$ cat config.mk
export PLATFORM = sky130hd
export DESIGN_NAME = alu_seq
export DESIGN_NICKNAME = d
export VERILOG_FILES = /design/src/rtl/alu_pkg.sv /design/src/rtl/seq_divider.sv /design/src/rtl/alu_seq.sv
export SDC_FILE = /design/constraint.sdc
export NUM_CORES = 1
export LEC_CHECK = 0
export ABC_AREA = 1
export CELL_PAD_IN_SITES_DETAIL_PLACEMENT = 0
export CELL_PAD_IN_SITES_GLOBAL_PLACEMENT = 1
export CORE_UTILIZATION = 40
export DETAILED_ROUTE_END_ITERATION = 10
export PLACE_DENSITY_LB_ADDON = 0.08
export SYNTH_ARGS = -nofsm -noshare
export SYNTH_HDL_FRONTEND = slang
export SYNTH_SLANG_ARGS = --single-unit
$ cat constraint.sdc
create_clock -name CLK -period 2.15 [get_ports CLK]
set_input_delay 0.215 -clock CLK [delete_from_list [all_inputs] [get_ports CLK]]
set_output_delay 0.215 -clock CLK [all_outputs]
set_load 0.02 [all_outputs]
$ cat src/rtl/alu_pkg.sv
// Shared definitions for the sequential ALU: function codes, class decode, FSM states.
package alu_pkg;

  localparam logic [3:0] FUN_ADD  = 4'b0000;
  localparam logic [3:0] FUN_SUB  = 4'b0001;
  localparam logic [3:0] FUN_MUL  = 4'b0010;
  localparam logic [3:0] FUN_DIV  = 4'b0011;
  localparam logic [3:0] FUN_AND  = 4'b0100;
  localparam logic [3:0] FUN_OR   = 4'b0101;
  localparam logic [3:0] FUN_NAND = 4'b0110;
  localparam logic [3:0] FUN_NOR  = 4'b0111;
  localparam logic [3:0] FUN_XOR  = 4'b1000;
  localparam logic [3:0] FUN_XNOR = 4'b1001;
  localparam logic [3:0] FUN_EQ   = 4'b1010;
  localparam logic [3:0] FUN_GT   = 4'b1011;
  localparam logic [3:0] FUN_LT   = 4'b1100;
  localparam logic [3:0] FUN_SHR  = 4'b1101;
  localparam logic [3:0] FUN_SHL  = 4'b1110;
  localparam logic [3:0] FUN_NOP  = 4'b1111;

  typedef enum logic [0:0] {
    ST_IDLE = 1'b0,
    ST_DIV  = 1'b1
  } alu_state_e;

  function automatic logic is_arith(input logic [3:0] fun);
    return (fun <= FUN_DIV);
  endfunction

  function automatic logic is_logic(input logic [3:0] fun);
    return (fun >= FUN_AND) && (fun <= FUN_XNOR);
  endfunction

  function automatic logic is_cmp(input logic [3:0] fun);
    return (fun >= FUN_EQ) && (fun <= FUN_LT);
  endfunction

  function automatic logic is_shift(input logic [3:0] fun);
    return (fun >= FUN_SHR) && (fun <= FUN_SHL);
  endfunction

endpackage

$ cat src/rtl/seq_divider.sv
// Restoring unsigned divider, one quotient bit per clock. done is asserted combinationally
// during the cycle whose edge performs the final iteration; quotient/remainder carry that
// final iteration's result so the parent can register it on the same edge.
module seq_divider #(
  parameter int WIDTH = 16
) (
  input  logic             clk,
  input  logic             rst_n,
  input  logic             start,
  input  logic [WIDTH-1:0] dividend,
  input  logic [WIDTH-1:0] divisor,
  output logic             busy,
  output logic             done,
  output logic [WIDTH-1:0] quotient,
  output logic [WIDTH-1:0] remainder
);

  localparam int CW = $clog2(WIDTH + 1);
  localparam logic [CW-1:0] CNT_FULL = CW'(WIDTH);
  localparam logic [CW-1:0] CNT_ONE  = CW'(1);

  logic [WIDTH-1:0] quo_q, quo_d;
  logic [WIDTH-1:0] rem_q, rem_d;
  logic [WIDTH-1:0] dvs_q, dvs_d;
  logic [CW-1:0]    cnt_q, cnt_d;
  logic             busy_q, busy_d;

  logic [WIDTH:0]   shifted_s;
  logic [WIDTH:0]   trial_s;
  logic [WIDTH-1:0] quo_it_s;
  logic [WIDTH-1:0] rem_it_s;

  // One restoring step: shift in the next dividend bit, subtract if it fits.
  always_comb begin
    shifted_s = {rem_q, quo_q[WIDTH-1]};
    trial_s   = shifted_s - {1'b0, dvs_q};
    if (trial_s[WIDTH]) begin
      rem_it_s = shifted_s[WIDTH-1:0];
      quo_it_s = {quo_q[WIDTH-2:0], 1'b0};
    end else begin
      rem_it_s = trial_s[WIDTH-1:0];
      quo_it_s = {quo_q[WIDTH-2:0], 1'b1};
    end
  end

  // Next-state: load operands on start, iterate while busy, stop after WIDTH steps.
  always_comb begin
    quo_d  = quo_q;
    rem_d  = rem_q;
    dvs_d  = dvs_q;
    cnt_d  = cnt_q;
    busy_d = busy_q;
    if (busy_q) begin
      quo_d = quo_it_s;
      rem_d = rem_it_s;
      cnt_d = cnt_q - CNT_ONE;
      if (cnt_q == CNT_ONE) begin
        busy_d = 1'b0;
      end else begin
        busy_d = 1'b1;
      end
    end else if (start) begin
      quo_d  = dividend;
      rem_d  = {WIDTH{1'b0}};
      dvs_d  = divisor;
      cnt_d  = CNT_FULL;
      busy_d = 1'b1;
    end else begin
      busy_d = 1'b0;
    end
  end

  // Divider state registers.
  always_ff @(posedge clk or negedge rst_n) begin
    if (!rst_n) begin
      quo_q  <= {WIDTH{1'b0}};
      rem_q  <= {WIDTH{1'b0}};
      dvs_q  <= {WIDTH{1'b0}};
      cnt_q  <= {CW{1'b0}};
      busy_q <= 1'b0;
    end else begin
      quo_q  <= quo_d;
      rem_q  <= rem_d;
      dvs_q  <= dvs_d;
      cnt_q  <= cnt_d;
      busy_q <= busy_d;
    end
  end

  assign busy      = busy_q;
  assign done      = busy_q && (cnt_q == CNT_ONE);
  assign quotient  = quo_it_s;
  assign remainder = rem_it_s;

endmodule

$ cat src/rtl/alu_seq.sv
// Handshaked WIDTH-bit ALU: single-cycle ops registered on the accepting edge,
// divide by nonzero handed to an iterative divider and registered on completion.
module alu_seq
  import alu_pkg::*;
#(
  parameter int WIDTH = 16
) (
  input  logic               CLK,
  input  logic               RST,
  input  logic               EN,
  input  logic [WIDTH-1:0]   A,
  input  logic [WIDTH-1:0]   B,
  input  logic [3:0]         ALU_FUN,
  output logic [2*WIDTH-1:0] ALU_OUT,
  output logic               OUT_VALID,
  output logic               BUSY,
  output logic               Arith_flag,
  output logic               Logic_flag,
  output logic               CMP_flag,
  output logic               Shift_flag,
  output logic               DIV_ZERO
);

  localparam int W2 = 2 * WIDTH;
  localparam logic [W2-1:0] RES_ZERO = {W2{1'b0}};
  localparam logic [W2-1:0] RES_EQ   = {{(W2-2){1'b0}}, 2'd1};
  localparam logic [W2-1:0] RES_GT   = {{(W2-2){1'b0}}, 2'd2};
  localparam logic [W2-1:0] RES_LT   = {{(W2-2){1'b0}}, 2'd3};

  alu_state_e     state_q, state_d;
  logic [W2-1:0]  alu_out_q, alu_out_d;
  logic [3:0]     class_q, class_d;    // {arith, logic, cmp, shift}
  logic           div_zero_q, div_zero_d;
  logic           out_valid_q, out_valid_d;

  logic [W2-1:0]    a_ext_s, b_ext_s, op_res_s;
  logic [WIDTH:0]   sub_s;
  logic             div_start_s, div_busy_s, div_done_s;
  logic [WIDTH-1:0] div_quo_s, div_rem_s;

  seq_divider #(.WIDTH(WIDTH)) u_div (
    .clk       (CLK),
    .rst_n     (RST),
    .start     (div_start_s),
    .dividend  (A),
    .divisor   (B),
    .busy      (div_busy_s),
    .done      (div_done_s),
    .quotient  (div_quo_s),
    .remainder (div_rem_s)
  );

  // Single-cycle datapath; the DIV entry is only used for the divide-by-zero case.
  always_comb begin
    a_ext_s  = {{WIDTH{1'b0}}, A};
    b_ext_s  = {{WIDTH{1'b0}}, B};
    sub_s    = {1'b0, A} - {1'b0, B};
    op_res_s = RES_ZERO;
    case (ALU_FUN)
      FUN_ADD:  op_res_s = a_ext_s + b_ext_s;
      FUN_SUB:  op_res_s = {{(WIDTH-1){1'b0}}, sub_s};
      FUN_MUL:  op_res_s = a_ext_s * b_ext_s;
      FUN_DIV:  op_res_s = {A, {WIDTH{1'b1}}};
      FUN_AND:  op_res_s = {{WIDTH{1'b0}}, A & B};
      FUN_OR:   op_res_s = {{WIDTH{1'b0}}, A | B};
      FUN_NAND: op_res_s = {{WIDTH{1'b0}}, ~(A & B)};
      FUN_NOR:  op_res_s = {{WIDTH{1'b0}}, ~(A | B)};
      FUN_XOR:  op_res_s = {{WIDTH{1'b0}}, A ^ B};
      FUN_XNOR: op_res_s = {{WIDTH{1'b0}}, ~(A ^ B)};
      FUN_EQ:   op_res_s = (A == B) ? RES_EQ : RES_ZERO;
      FUN_GT:   op_res_s = (A > B)  ? RES_GT : RES_ZERO;
      FUN_LT:   op_res_s = (A < B)  ? RES_LT : RES_ZERO;
      FUN_SHR:  op_res_s = {{WIDTH{1'b0}}, A >> 1'b1};
      FUN_SHL:  op_res_s = {{WIDTH{1'b0}}, A << 1'b1};
      FUN_NOP:  op_res_s = RES_ZERO;
      default:  op_res_s = RES_ZERO;
    endcase
  end

  // Control FSM: accept requests in IDLE, wait for the divider in DIV.
  always_comb begin
    state_d     = state_q;
    alu_out_d   = alu_out_q;
    class_d     = class_q;
    div_zero_d  = div_zero_q;
    out_valid_d = 1'b0;
    div_start_s = 1'b0;
    case (state_q)
      ST_IDLE: begin
        if (EN && !div_busy_s) begin
          if ((ALU_FUN == FUN_DIV) && (B != {WIDTH{1'b0}})) begin
            div_start_s = 1'b1;
            state_d     = ST_DIV;
          end else begin
            alu_out_d   = op_res_s;
            class_d     = {is_arith(ALU_FUN), is_logic(ALU_FUN),
                           is_cmp(ALU_FUN), is_shift(ALU_FUN)};
            div_zero_d  = (ALU_FUN == FUN_DIV);
            out_valid_d = 1'b1;
          end
        end else begin
          state_d = ST_IDLE;
        end
      end
      ST_DIV: begin
        if (div_done_s) begin
          alu_out_d   = {div_rem_s, div_quo_s};
          class_d     = 4'b1000;
          div_zero_d  = 1'b0;
          out_valid_d = 1'b1;
          state_d     = ST_IDLE;
        end else begin
          state_d = ST_DIV;
        end
      end
      default: state_d = ST_IDLE;
    endcase
  end

  // Output and state registers; reset aborts any divide in flight.
  always_ff @(posedge CLK or negedge RST) begin
    if (!RST) begin
      state_q     <= ST_IDLE;
      alu_out_q   <= RES_ZERO;
      class_q     <= 4'b0000;
      div_zero_q  <= 1'b0;
      out_valid_q <= 1'b0;
    end else begin
      state_q     <= state_d;
      alu_out_q   <= alu_out_d;
      class_q     <= class_d;
      div_zero_q  <= div_zero_d;
      out_valid_q <= out_valid_d;
    end
  end

  assign ALU_OUT    = alu_out_q;
  assign OUT_VALID  = out_valid_q;
  assign BUSY       = (state_q == ST_DIV);
  assign Arith_flag = class_q[3];
  assign Logic_flag = class_q[2];
  assign CMP_flag   = class_q[1];
  assign Shift_flag = class_q[0];
  assign DIV_ZERO   = div_zero_q;

endmodule
After elaboration in Yosys (flattened, before gate mapping)
Cells that the tools add are included.

word-level totals
  bits in registers = 93
  input bits = 39
  output and inout bits = 39
  logic and storage cells = 100

cells by class
  add/subtract/negate cells = 4
  $mul = 1
  order comparisons = 9
  eq/ne operators = 20
  multiplexer cells = 36
  bitwise gates (word level) = 8
  reduce and logical (&&, ||, !) cells = 12

operators with widths
  kind                                                             count
  32-bit one-hot mux with 16 select lines                          1
  32-bit 2-to-1 mux                                                3
  16-bit 2-to-1 mux                                                5
  32-bit one-hot mux with 2 select lines                           1
  16-bit inverter                                                  3
  4-bit == test, second input constant                             8
  16-bit by 16-bit multiplier with 32-bit output                   1
  16-bit by 16-bit adder with 17-bit output                        1
  16-bit by 16-bit subtractor with 17-bit output                   1
  17-bit by 16-bit subtractor with 17-bit output                   1
  16-bit bitwise AND                                               1
  16-bit == test                                                   1
  4-bit by 3-bit == test with 1-bit output, second input constant  4
  16-bit greater-than comparator                                   1
  16-bit less-than comparator                                      1
  16-bit OR                                                        1
  16-bit nonzero test                                              1
  16-bit XOR                                                       1
  1-bit 2-to-1 mux                                                 15
  4-bit <= comparator, second input constant                       3
  4-bit 2-to-1 mux                                                 3
  5-bit 2-to-1 mux                                                 2
  4-bit by 2-bit == test with 1-bit output, second input constant  2
  4-bit >= comparator, second input constant                       2
  17 further kinds                                                 27

Longest topological paths before layout
Gate-level depths: netlist (run 1).

  depth in word-level cells = 7
  mapped depth = 30
  depth with buffers taken out = 29

By module
From an unflattened synthesis (run 1), not the netlist that was laid out.

unflattened totals
  cells, all modules = 2847
  area total of the unflattened synthesis = 18477.7 um^2

modules (own cells, without submodules)
  module       times used  cells an instance  area an instance (um^2)  seq. area each (um^2)
  alu_seq      1           2303               14751.6                  975.9
  seq_divider  1           544                3726.1                   1351.3

Worst setup path after synthesis (run 1)
No wires, ideal clock.

  kind = input -> register
  start point = input A[10]
  end point = register alu_out_q[14], in the netlist ALU_OUT[14]
  setup time = 117 ps
  arrival time = 5282 ps
  required time = 2033 ps
  path slack = -3248 ps
  stages = 25
  path buffers = 2
  path through = clkbuf_1 -> clkbuf_1 -> nand2_1 -> fa_1 -> fa_1 -> fa_1 -> fa_1 -> inv_1 -> fa_1 -> inv_1 -> fa_1 -> inv_1 -> ha_1 -> nand2_1 -> nand2_1 -> nand2_1 -> nand2_1 -> nand3b_1 -> or2_2 -> nand2_1 -> nand2_1 -> inv_1 -> nand4_1 -> nand2_1 -> nand2_1

between the ends
  longest elaborated chain between the ends = 5
  elaborated cells between the ends (all ways) = 7
  classes of those cells = add/sub: 2; mul: 1; mux: 4

RTL lines
  what                                                                          line            text
  from (decl)                                                                   alu_seq.sv:11   input logic [WIDTH-1:0] A,
  16-bit by 16-bit multiplier with 32-bit output, or another cell as far along  alu_seq.sv:62   FUN_MUL: op_res_s = a_ext_s * b_ext_s;
  32-bit one-hot mux with 16 select lines *                                     alu_seq.sv:59   case (ALU_FUN)
  32-bit 2-to-1 mux *                                                           alu_seq.sv:91   if ((ALU_FUN == FUN_DIV) && (B != {WIDTH{1'b0}})) begin
  32-bit 2-to-1 mux *                                                           alu_seq.sv:90   if (EN && !div_busy_s) begin
  32-bit one-hot mux with 2 select lines *                                      alu_seq.sv:88   case (state_q)
  to (signal assigned)                                                          alu_seq.sv:130  alu_out_q <= alu_out_d;
  to (decl)                                                                     alu_seq.sv:31   logic [W2-1:0] alu_out_q, alu_out_d;

Every way passes the cells marked *; elsewhere a longest branch is shown, timed or not. The select of a mux whose other input is x is not followed.
A chain may end at the register's enable or synchronous reset.

Final worst setup path (run 1)
  start point = input B[6]
  end point = register alu_out_q[14], in the netlist ALU_OUT[14]

between the ends
  longest elaborated chain between the ends = 5
  elaborated cells between the ends (all ways) = 11
  classes of those cells = add/sub: 2; mul: 1; eq/ne: 1; mux: 4; reduce/logical: 3

RTL lines
  what                                                                          line           text
  from (decl)                                                                   alu_seq.sv:12  input logic [WIDTH-1:0] B,
  16-bit by 16-bit multiplier with 32-bit output, or another cell as far along  alu_seq.sv:62
  32-bit one-hot mux with 16 select lines                                       alu_seq.sv:59
  32-bit 2-to-1 mux                                                             alu_seq.sv:91
  32-bit 2-to-1 mux                                                             alu_seq.sv:90
  32-bit one-hot mux with 2 select lines                                        alu_seq.sv:88

Several ways; a longest one is shown, not always the timed one. The select of a mux whose other input is x is not followed.

==> results of run 1 <==
==> sequential cells by signal (all words and copies together) (netlist names), 4 cells and up <==
signal       flops
u_div.quo_q     16
u_div.cnt_q      5
class_q          4
u_div.dvs_q     16
u_div.rem_q     16
ALU_OUT         32
==> per-stage QoR <==
step,worst slack (ns),util,TNS [ns],hold slack (ns),instances
6_report,-2.914,0.6221,-76.26,0.3059,3883
3_3_place_gp,-3.821,0.5317,-137.90,0.1704,3763
2_1_floorplan,-2.769,-,-69.41,-0.08059,2703
3_5_place_dp,-3.846,0.5317,-136.49,0.1720,3763
5_1_grt,-3.094,0.6221,-83.08,0.3617,3883
4_1_cts,-2.945,0.5938,-76.53,0.2994,3857
==> worst max-delay path, cell delays in order <==
cell      delay (ns)
buf_8           0.10
buf_6           0.12
buf_6           0.13
nand2_2         0.06
inv_2           0.03
fa_1            0.47
inv_1           0.05
fa_2            0.53
fa_2            0.44
fa_1            0.48
inv_1           0.05
fa_1            0.47
inv_1           0.05
fa_1            0.49
inv_2           0.05
ha_4            0.25
nand2_1         0.07
nand2_2         0.08
nand2_1         0.07
nand2_1         0.06
nand3b_1        0.33
or2_4           0.35
nand2_4         0.09
nand2_4         0.06
inv_2           0.05
nand4_1         0.08
nand2_1         0.08
nand2_1         0.04
==> cell families (layout without fill, tap and decap cells) <==
| group | after synthesis | after routing | share of synthesized area |
|---|---|---|---|
| simple gates | 1212 | 1213 | 0.2758 |
| flops | 93 | 93 | 0.1299 |
| compound gates | 302 | 302 | 0.09306 |
| fa+ha+maj | 367 | 367 | 0.3390 |
| buf+inv | 710 | 1297 | 0.1529 |
| xor+xnor | 19 | 19 | 0.009292 |
==> what timing repair did <==
| item | in CTS | in global routing |
|---|---|---|
| gates resized for setup | 614 | 274 |
| buffers inserted | 71 | 26 |
| gates cloned | 10 | 4 |
| hold buffers | 1 | 0 |
| pin swaps | 224 | 210 |
| endpoints found under the hold margin | 26 | 0 |
| endpoints found under the setup margin | 92 | 88 |
==> path summary, 6_finish.rpt <==
kind / endpoint / start
worst max-delay path: ALU_OUT[14]$_DFFE_PN0P_ / B[6]
worst min-delay path: u_div.quo_q[3]$_DFFE_PN0P_ / RST
worst max register to register: ALU_OUT[19]$_DFFE_PN0P_ / u_div.dvs_q[0]$_DFFE_PN0P_
worst min register to register: ALU_OUT[1]$_DFFE_PN0P_ / ALU_OUT[1]$_DFFE_PN0P_
max in group asynchronous: ALU_OUT[25]$_DFFE_PN0P_ / RST
min in group CLK: u_div.quo_q[6]$_DFFE_PN0P_ / A[6]
==> Yosys cell counts, drive strengths merged <==
cell | instances | area, um^2
o211ai | 12 | 110.1
a211oi | 1 | 7.510
fa | 197 | 3944
nor3 | 21 | 110.1
o21bai | 8 | 60.06
ha | 170 | 2127
or2 | 5 | 31.28
nor3b | 2 | 15.01
and2 | 3 | 18.77
nor4 | 7 | 43.79
a21oi | 127 | 635.6
inv | 593 | 2226
nor2 | 158 | 610.6
nand4 | 23 | 158.9
nand3b | 9 | 67.56
clkbuf | 72 | 270.3
o22ai | 34 | 212.7
dfrtp | 93 | 2327
nand3 | 134 | 670.6
o21ai | 107 | 535.5
o31ai | 2 | 15.01
xnor2 | 10 | 87.58
o21a | 3 | 22.52
buf | 42 | 231.5
a21o | 2 | 15.01
xor2 | 9 | 78.83
clkinv | 3 | 11.26
o221ai | 6 | 52.55
nand2 | 850 | 3213
==> per-layer routing <==
metal	wire length, um	track usage	vias to the layer above
met5	0	0	-
met4	3119	0.1268	0
met3	4525	0.05595	120
met2	35230	0.5559	618
met1	32690	0.4418	9433
li1	-	-	9384
==> area by class of cell <==
| class | count | area [um^2] | share of cell area |
|---|---|---|---|
| Inverter | 596 | 2257 | 0.08204 |
| Clock buffer | 9 | 225.2 | 0.008186 |
| Tap cell | 592 | 740.7 | 0.02692 |
| Multi-Input combinational cell | 1901 | 15430 | 0.5610 |
| Timing Repair Buffer | 685 | 6470 | 0.2352 |
| Clock inverter | 7 | 55.05 | 0.002001 |
| Sequential cell | 93 | 2328 | 0.08464 |
==> results.txt, run 1 <==
Final setup viols = 48
initial DRC count = 1361
Max Cap Viol = 0
Worst Tran Pin Value = 0.5243 ns
Tcrit/Tclk final = 2.355
worst setup path class = primary input to flop
most common cell after layout, fill and taps aside = nand2_1
DRC violations left = 0
syn nets = 3109
largest net degree at the start of global routing = 50
CTS tree = done
max frequency = 197.5 MHz
crit path launch type = primary input
Rel. slew slack = 0.6489
status = complete, but fails checks
Rows = 77
Finished Cell Area = 0.02751 mm^2
failing checks = setup timing
placed instance area = 0.02351 mm^2
initial antenna violation count = 0
Core Region = 0.04422 mm^2
depth of the CTS H-tree = 3
Hold Crit Class = primary input to async pin
IO Pins = 78
RSZ-0062 raised after global routing = true
Worst EP required = 2.42 ns
Worst-path clk slew = 0.07 ns
routability cong. = 0.9270
Sink Count = 93
Setup crit end kind = flop
Port Buffers = 77
GRT overflow = 0
Final Hold Violating Endpoints = 0
die area = 0.04563 mm^2
Yosys warning count = 0
CTS max path bufs = 2
Die Ht = 213.6 um
Mapped Area = 0.01791 mm^2
Vias per Instance = 5.036
post-synthesis instance total = 2703
r2r worst-path depth = 17
root buffer cell = clkbuf_16
number of global-route vias before repair = 19680
cts bufs inserted = 9
Detailed Routing Iterations Pass 1 = 5
Slew Limit Fails = 0
diodes inserted = 0
worst clock skew = 0.005496 ns
fillers = 3973
Seq/Total Area, Yosys = 0.1299
#FFs+latches synth = 93
first-pass GRT wire length = 114400 um
Clock Latency Late Sink = 0.37 ns
HPWL after detailed placement = 60080 um
Initial Util = 0.4050
Synth cell types = 42
Period minus WS final = 5.064 ns
Die W = 213.6 um
fin nets = 3692
total global-route track usage = 0.3370
drt wl/cell = 19.46 um
Crit path arrival time = 5.33 ns
layout cells sized above 1 = 0.3579
synthesis-to-layout area growth = 53.61%
critical path peak fanout = 4
final WL = 75560 um
r2r setup slk = -0.31 ns
most frequent cells in the layout = 686 x nand2_1, 499 x inv_1, 458 x buf_4
Post-DRT Antenna Nets = 0
syn avg cell area = 6.626 um^2
final worst setup slack = -2.914 ns
vias post-DR = 19560
Power of run 1 is left out: the tool's default activity adds up to more than one toggle a clock period on the data nets, which glitch-free logic cannot reach.
==> run 2: changes to the inputs <==
- clock period: 2.15 -> 4.52 ns (I/O delays scaled with it)
==> run 2 against run 1 <==
  * The flow still finishes with violations (setup timing)
  * First-iteration DRC count fell by 0.44%
  * Register-to-register slack improved by 1.7 ns
  * Cell area fell by 14%
  * Flip-flop and latch count did not move
  * Final cell count fell by 7.4%
  * Die area did not move
  * Critical path depth fell by 2
  * Utilization fell by 9.0 points
  * Critical endpoint unchanged
==> results.txt, run 2 (same netlist as run 1, synthesis figures left out) <==
Die W = 213.6 um (unchanged)
Slew Limit Fails = 0 (unchanged)
Tcrit/Tclk final = 1.189
layout cells sized above 1 = 0.2342 (-0.1238)
Largest register FFs = 32 (unchanged)
CP max stage delay = 0.61 ns (+0.08 ns)
placed instance area = 0.02116 mm^2 (-10%)
cts bufs inserted = 9 (unchanged)
Max Cap Viol = 0 (unchanged)
Clock Latency Late Sink = 0.37 ns (about the same)
Core Region = 0.04422 mm^2 (unchanged)
synthesis-to-layout area growth = 31.34%
Period minus WS final = 5.374 ns
worst setup path class = primary input to flop
initial DRC count = 1355 (-0.44%)
root buffer cell = clkbuf_16
Rows = 77 (unchanged)
total negative slack = -16.72 ns (+59.54 ns)
CP most frequent cell = fa_1
final WL = 72860 um (-3.6%)
Post-DRT Antenna Nets = 0 (unchanged)
Worst Tran Pin Value = 1.133 ns (+0.6091 ns)
critical path's slowest cell = fa_2
drt wl/cell = 20.27 um (+4.2%)
crit path launch type = primary input
critical path peak fanout = 6 (+2)
first-pass GRT wire length = 111300 um (-2.7%)
Port Buffers = 77 (unchanged)
largest net degree at the start of global routing = 65 (+30%)
IO Pins = 78 (unchanged)
most common cell after layout, fill and taps aside = nand2_1
Rel. slew slack = 0.2436 (-0.4054)
Crit path arrival time = 5.64 ns (+0.31 ns)
Vias per Instance = 5.117 (+1.6%)
Sink Count = 93 (unchanged)
die area = 0.04563 mm^2 (unchanged)
initial antenna violation count = 0 (unchanged)
status = complete, but fails checks
met1 usage = 0.4499 (+0.008025)
HPWL after detailed placement = 57400 um (-4.5%)
Initial Util = 0.4050 (unchanged)
vias post-DR = 18390 (-6.0%)
GRT met2 Usage = 0.5437 (-0.01220)
GRT overflow = 0 (unchanged)
Top Usage Layer GRT = met2
DRC violations left = 0 (unchanged)
WHS = 0.1774 ns (-0.1285 ns)
most frequent cells in the layout = 729 x nand2_1, 514 x inv_1, 241 x buf_4
Hold Crit Class = primary input to async pin
Final Hold Violating Endpoints = 0 (unchanged)
total global-route track usage = 0.3298 (-0.007223)
worst clock skew = 0.01455 ns (+0.009058 ns)
placed cells = 3475 (-7.7%)
Worst-path clk slew = 0.08 ns (about the same)
RSZ-0062 raised after global routing = true
fin nets = 3403 (-7.8%)
CTS tree = done
failing checks = setup timing
final worst setup slack = -0.8535 ns (+2.060 ns)
Die Ht = 213.6 um (unchanged)
Detailed Routing Iterations Pass 1 = 6 (+1)
diodes inserted = 0 (unchanged)
depth of the CTS H-tree = 3 (unchanged)
number of global-route vias before repair = 18410 (-6.4%)
Setup crit end kind = flop
Worst EP required = 4.79 ns (+2.37 ns)
Finished Cell Area = 0.02352 mm^2 (-14%)
GRT met3 Usage = 0.05141 (-0.004540)
max frequency = 186.1 MHz
routability cong. = 0.9598 (+3.5%)
Final Non-Filler Cells = 3594 (-7.4%)
CTS max path bufs = 2 (unchanged)
fillers = 4414 (+11%)
Final setup viols = 25 (-48%)
run 2: cell types whose count changed in the layout (fill, tap and decap cells not counted), moves of 24 or more:
cell	change
buf_4	-217
buf_6	-52
ha_1	+28
ha_4	-33
nand2_1	+43
nand2_4	-28
nand3_1	+24
nor2_1	+24
o21ai_0	+28
run 2: critical path: cells and delay by family:
family	cells	cell delay, ns
AOI/OAI and AO/OA	1	0.08
adders and majority gates	7	3.43
buffers and inverters	8	0.65
and+or+nand+nor	10	1.02
run 2: area by class of cell:
| class | count | area [um^2] | area share |
|---|---|---|---|
| Tap cell | 592 | 740.7 | 0.03149 |
| Multi-Input combinational cell | 1900 | 14180 | 0.6030 |
| Timing Repair Buffer | 397 | 3740 | 0.1590 |
| Clock buffer | 10 | 229.0 | 0.009734 |
| Clock inverter | 6 | 51.30 | 0.002181 |
| Inverter | 596 | 2250 | 0.09564 |
| Sequential cell | 93 | 2327 | 0.09894 |
run 2: metal layers:
| layer | wire (um) | up-vias |
|---|---|---|
| met4 | 1880 | 0 |
| met1 | 33210 | 9000 |
| met2 | 33700 | 512 |
| met5 | 0 | - |
| met3 | 4075 | 79 |
| li1 | - | 8800 |
run 2: path summary, 6_finish.rpt:
check | from | to | slack [ns] | cells past startpoint
min in group CLK | ALU_OUT[10]$_DFFE_PN0P_ | ALU_OUT[10]$_DFFE_PN0P_ | 0.48 | 2
hold reg to reg | ALU_OUT[10]$_DFFE_PN0P_ | ALU_OUT[10]$_DFFE_PN0P_ | 0.48 | 2
hold / removal | RST | class_q[3]$_DFFE_PN0P_ | 0.18 | 1
setup reg to reg | u_div.quo_q[15]$_DFFE_PN0P_ | ALU_OUT[27]$_DFFE_PN0P_ | 1.38 | 16
setup / recovery | A[8] | ALU_OUT[14]$_DFFE_PN0P_ | -0.85 | 26
max in group asynchronous | RST | ALU_OUT[20]$_DFFE_PN0P_ | 3.31 | 2
run 2: stage by stage:
stage | utilization | setup WS [ns]
after global routing | 0.5319 | -1.018
after floorplan | - | -0.6357
after global placement | 0.4784 | -2.029
final | 0.5319 | -0.8535
after detailed placement | 0.4784 | -2.073
after CTS | 0.5215 | -0.8548
run 2: repair_timing:
action	CTS	global route
endpoints found under the hold margin	0	0
pin swaps	156	149
resized for setup	373	155
buffers inserted	84	24
hold buffers	0	0
gates cloned	3	0
endpoints found under the setup margin	27	27
Power of run 2 is left out for the same reason.
==> run 3: changes to the inputs <==
- MAX_ROUTING_LAYER: unset -> met4
- SYNTH_HIERARCHICAL: unset -> 1
==> run 3 against run 2 <==
  * The run still ends with setup timing left
  * Critical path depth grew 2
  * Highest routed layer unchanged
  * Worst setup slack lost 0.068 ns
  * Hold slack gained 0.014 ns
==> results.txt, run 3 <==
HPWL after detailed placement = 63520 um (+11%)
largest net degree at the start of global routing = 66 (+1.5%)
Die Ht = 216.9 um (+1.6%)
CP max stage delay = 0.56 ns (-0.05 ns)
Max Cap Viol = 0 (unchanged)
top_reg_cell synth = dfrtp_1
Net Switching = 11270 uW
routability cong. = 0.9909 (+3.2%)
Worst EP required = 4.77 ns (-0.02 ns)
layout cells sized above 1 = 0.2574 (+0.02318)
syn avg cell area = 6.490 um^2 (-2.0%)
top post-synthesis cells by area = fa_1 21%, nand2_1 19%, inv_1 13%
top-count cell post-synth = nand2_1
final core occ = 0.5467 (+0.01476)
number of global-route vias before repair = 20140 (+9.4%)
Gate power share = 0.920
cts hold-fix bufs = 0 (unchanged)
Leak = 0.01351 uW
Core Region = 0.04548 mm^2 (+2.8%)
Seq/Total Area, Yosys = 0.1259 (-0.003995)
Tcrit/Tclk final = 1.204 (+0.01495)
CTS tree = done
failing checks = setup timing
most frequent cells after synthesis = 917 x nand2_1, 648 x inv_1, 197 x fa_1
RSZ-0062 raised after global routing = true
worst setup path class = primary input to flop
Initial Util = 0.4063 (+0.001292)
Rows = 78 (+1.3%)
status = complete, but fails checks
Detailed Routing Iterations Pass 1 = 6 (unchanged)
Synth cell types = 48 (+14%)
fin nets = 3560 (+4.6%)
crit path launch type = primary input
most frequent cells in the layout = 790 x nand2_1, 560 x inv_1, 249 x buf_4
Mapped Area = 0.01848 mm^2 (+3.2%)
top-area cell type share of the netlist area = 0.2134 (-0.006770)
synthesis-to-layout area growth = 34.55%
CP most frequent cell = inv_2
Post-synth EDFFs = 0 (unchanged)
most common cell after layout, fill and taps aside = nand2_1
#FFs+latches synth = 93 (unchanged)
sw frac = 0.5243
Final Hold Violating Endpoints = 0 (unchanged)
Clock Power Share = 0.042
Slew Limit Fails = 0 (unchanged)
initial DRC count = 1567 (+16%)
final worst setup slack = -0.9211 ns (-0.06757 ns)
Hold Crit Class = primary input to async pin
Setup crit end kind = flop
Worst Tran Pin Value = 0.9925 ns (-0.1409 ns)
Port Buffers = 77 (unchanged)
Clock Latency Late Sink = 0.38 ns (about the same)
initial antenna violation count = 1 (+1)
Rel. slew slack = 0.3359 (+0.09230)
first-pass GRT wire length = 123400 um (+11%)
Worst-path clk slew = 0.08 ns (about the same)
Sink Count = 93 (unchanged)
die area = 0.04706 mm^2 (+3.1%)
drt wl/cell = 21.64 um (+6.7%)
Max VDD drop = 1547 uV
power density over the cells = 864.4 mW/mm^2
DRC violations left = 0 (unchanged)
cts bufs inserted = 9 (unchanged)
depth of the CTS H-tree = 3 (unchanged)
Yosys warning count = 6 (+6)
total global-route track usage = 0.3640 (+0.03424)
Post-synth ARST share = 1.000 (unchanged)
syn nets = 3253 (+4.6%)
max frequency = 183.8 MHz (-1.2%)
Crit path arrival time = 5.69 ns (+0.05 ns)
delay-heaviest family, CP = adder cells
Post-DRT Antenna Nets = 0 (unchanged)
Period minus WS final = 5.441 ns (+0.06757 ns)
Final setup viols = 25 (unchanged)
root buffer cell = clkbuf_16
Final Non-Filler Cells = 3760 (+4.6%)
Vias per Instance = 5.208 (+1.8%)
final WL = 81370 um (+12%)
vias post-DR = 19580 (+6.5%)
critical path's slowest cell = fa_1
placed cells = 3634 (+4.6%)
critical path peak fanout = 6 (unchanged)
worst clock skew = 0.01649 ns (+0.001935 ns)
worst path buffer plus inverter count = 10 (+2)
GRT overflow = 0 (unchanged)
CTS max path bufs = 2 (unchanged)
Die W = 216.9 um (+1.6%)
post-synthesis instance total = 2847 (+5.3%)
most area-hungry cell type in the Yosys netlist = fa_1
Flop pwr share = 0.039
IO Pins = 78 (unchanged)
Int Power = 10220 uW
Largest register FFs = 32 (unchanged)
[run 3: cell types whose count changed after synthesis, sizes merged, moves of 4 or more]
cell    delta
nand3b     -7
nor2      +20
o221ai     +4
o22ai     -14
nand3      +7
nor4       -5
o21ai     -22
nor3       -4
nand4      +6
and2      +16
a21oi     -18
inv       +66
clkbuf     +9
nand2     +88
[run 3: logic make-up (layout without fill, tap and decap cells)]
group	Yosys count	in the layout	share of synthesized area
other	0	1	0
AND/OR/NAND/NOR	1330	1330	0.2942
XOR/XNOR	15	15	0.007110
buffers and inverters	787	1099	0.1671
flip-flops	93	93	0.1259
AO/OA/AOI/OAI	255	255	0.07713
adder cells (fa/ha/maj)	367	367	0.3285
[run 3: routing by layer]
metal  global-route usage  wire (um)  vias to the layer above
met4               0.1448       4048                        0
li1                     -          -                     9115
met3              0.05115       5257                      159
met5                    -          0                        -
met2               0.5900      38110                      725
met1               0.4577      33950                     9583
[run 3: area by class of cell]
class,instances,area (um^2)
repair buffers,422,4303
fillers,4549,20620
flip-flops and latches,93,2327
diodes,1,2.502
well taps,600,750.7
inverters,661,2484
clock inverters,7,105.1
clock buffers,9,225.2
multi-input cells,1967,14670
[run 3: power by group through the flow]
stage	registers, uW	logic (uW)	clock network (uW)
after floorplan	854	8640	0
after global placement	851	14300	0
after detailed placement	851	14300	0
after CTS	835	18200	912
after global routing	835	21500	935
final	835	19800	894
[run 3: timing repair]
action	in CTS	in global routing
pin swaps	166	172
buffers inserted	91	18
endpoints found under the setup margin	27	27
cloned	9	0
gates resized for setup	446	183
[run 3: final timing paths]
| kind | startpoint | endpoint | slack [ns] | depth (start not counted) |
|---|---|---|---|---|
| hold / removal | RST | ALU_OUT[14]$_DFFE_PN0P_ | 0.19 | 1 |
| setup reg to reg | u_div/quo_q[15]$_DFFE_PN0P_ | ALU_OUT[23]$_DFFE_PN0P_ | 1.59 | 16 |
| min in group CLK | A[3] | u_div/quo_q[3]$_DFFE_PN0P_ | 0.48 | 4 |
| hold reg to reg | ALU_OUT[9]$_DFFE_PN0P_ | ALU_OUT[9]$_DFFE_PN0P_ | 0.48 | 2 |
| setup / recovery | B[4] | ALU_OUT[15]$_DFFE_PN0P_ | -0.92 | 28 |
| max in group asynchronous | RST | u_div/rem_q[10]$_DFFE_PN0P_ | 3.31 | 2 |
[run 3: per-stage QoR]
step	setup WS (ns)	setup TNS, ns	power [uW]	hold slack, ns	area, um^2
2_1_floorplan	-0.5965	-11.59	9491	0.1564	19260
3_3_place_gp	-1.990	-42.62	15160	0.4621	21860
3_5_place_dp	-2.123	-43.57	15190	0.4676	21860
4_1_cts	-0.9577	-18.75	19940	0.2137	24210
5_1_grt	-1.040	-22.01	23320	0.2584	24860
6_report	-0.9211	-17.17	21490	0.1913	24860
No activity file was read; power rests on OpenSTA's default activity.
==> variant, RTL diff (settings of run 2) <==
Add an input register stage for `EN` and `ALU_FUN`; this delays them by one clock. The other inputs are not delayed to match.
--- a/src/rtl/alu_seq.sv
+++ b/src/rtl/alu_seq.sv
@@ -28,2 +28,10 @@
   localparam logic [W2-1:0] RES_LT   = {{(W2-2){1'b0}}, 2'd3};
+
+  logic EN_q;
+  logic [3:0] ALU_FUN_q;
+
+  always_ff @(posedge CLK) begin
+    EN_q      <= EN;
+    ALU_FUN_q <= ALU_FUN;
+  end
 
@@ -58,3 +66,3 @@
     op_res_s = RES_ZERO;
-    case (ALU_FUN)
+    case (ALU_FUN_q)
       FUN_ADD:  op_res_s = a_ext_s + b_ext_s;
@@ -89,4 +97,4 @@
       ST_IDLE: begin
-        if (EN && !div_busy_s) begin
-          if ((ALU_FUN == FUN_DIV) && (B != {WIDTH{1'b0}})) begin
+        if (EN_q && !div_busy_s) begin
+          if ((ALU_FUN_q == FUN_DIV) && (B != {WIDTH{1'b0}})) begin
             div_start_s = 1'b1;
@@ -95,5 +103,5 @@
             alu_out_d   = op_res_s;
-            class_d     = {is_arith(ALU_FUN), is_logic(ALU_FUN),
-                           is_cmp(ALU_FUN), is_shift(ALU_FUN)};
-            div_zero_d  = (ALU_FUN == FUN_DIV);
+            class_d     = {is_arith(ALU_FUN_q), is_logic(ALU_FUN_q),
+                           is_cmp(ALU_FUN_q), is_shift(ALU_FUN_q)};
+            div_zero_d  = (ALU_FUN_q == FUN_DIV);
             out_valid_d = 1'b1;
Function: changed (a bounded check fails within 4 cycles, from zero or initial values and one cycle with RST low).
==> variant against run 2 <==
The flow still finishes with violations (setup timing). Sequential cell count rose by 5. Count of clock-buffer cells in the layout rose by 3. Setup slack gained 0.048 ns. Design area down 0.62%. Wire length shrank 0.34%. Synthesized area hardly changed. First-iteration DRC count decreased by 0.59%.
Power is left out: the tool's default activity adds up to more than one toggle a clock period on the data nets, which glitch-free logic cannot reach.
==> variant: results (changes against run 2) <==
The run gives 0.4483 (-0.001597) as the global-route met1 utilization. The checks that failed: setup timing. Total via count in the routed design: 18350 (-0.21%). Setup skew after layout: 0.01198 ns (-0.002572 ns). The share of cell area taken by multi-input logic gates was 0.5961 (-0.006906). In this run the critical register-to-register path is launched from u_div.dvs_q[0]$_DFFE_PN0P_. The logs give 0.03808 (-0.01333) for the global-route met3 utilization and 0.01394 mm^2 (-1.8%) for the multi-input combinational cell area. For the largest net degree at the start of global routing, the log shows 59 (-9.2%). The non-clock inverter instance count of the final layout was 594 (-0.34%).

The run gives -0.8052 ns (+0.04838 ns) as the slack of the critical path. The fraction of synthesized cell area in xor and xnor cells is 0.008802 (-0.0004896). The total length of routed met3 wires was 4140 um (+1.6%); the share of cells above drive strength 1 was 0.2116 (-0.02254).

The number of distinct library cell variants in the gate-level netlist after synthesis is 46 (+9.5%). The logs give 56770 um (-1.1%) for the HPWL after detailed placement and 3373 (-0.88%) for the final layout net count. The share of the synthesized area in compound gates (AO/OA/AOI/OAI) came out at 0.09675 (+0.003696).

The cell area reported after detailed placement is 0.02118 mm^2 (+0.11%). Filler cell count in the final layout: 4420 (+0.14%). The flow ran to the end, but the final reports show violations. The total global-route track usage came out at 0.3291 (-0.0006562). The top fanout value on the critical path was 7 (+1). The layout clock buffer count came out at 13 (+3). The number of setup violations in the final report is 25 (unchanged), and the net count after synthesis is 3099 (-0.32%). The number of buffers other than clock buffers in the final layout was 377 (-5.0%).
variant: worst min path at each step:
stage                                        from  cells after the start                       to  slack (ns)
final                                         RST                      1   class_q[1]$_DFFE_PN0P_        0.15
after global routing                          RST                      1   class_q[1]$_DFFE_PN0P_        0.20
after CTS                                     RST                      1   class_q[3]$_DFFE_PN0P_        0.19
after detailed placement  ALU_OUT[22]$_DFFE_PN0P_                      2  ALU_OUT[22]$_DFFE_PN0P_        0.47
after global placement     ALU_OUT[4]$_DFFE_PN0P_                      2   ALU_OUT[4]$_DFFE_PN0P_        0.46
after floorplan                               RST                      0   ALU_OUT[0]$_DFFE_PN0P_        0.16
variant: timing repair:
| item | in CTS | in global routing |
|---|---|---|
| endpoints found under the setup margin | 26 | 26 |
| buffers inserted | 75 | 11 |
| gates cloned | 11 | 0 |
| pin swaps | 150 | 76 |
| gates resized for setup | 381 | 78 |
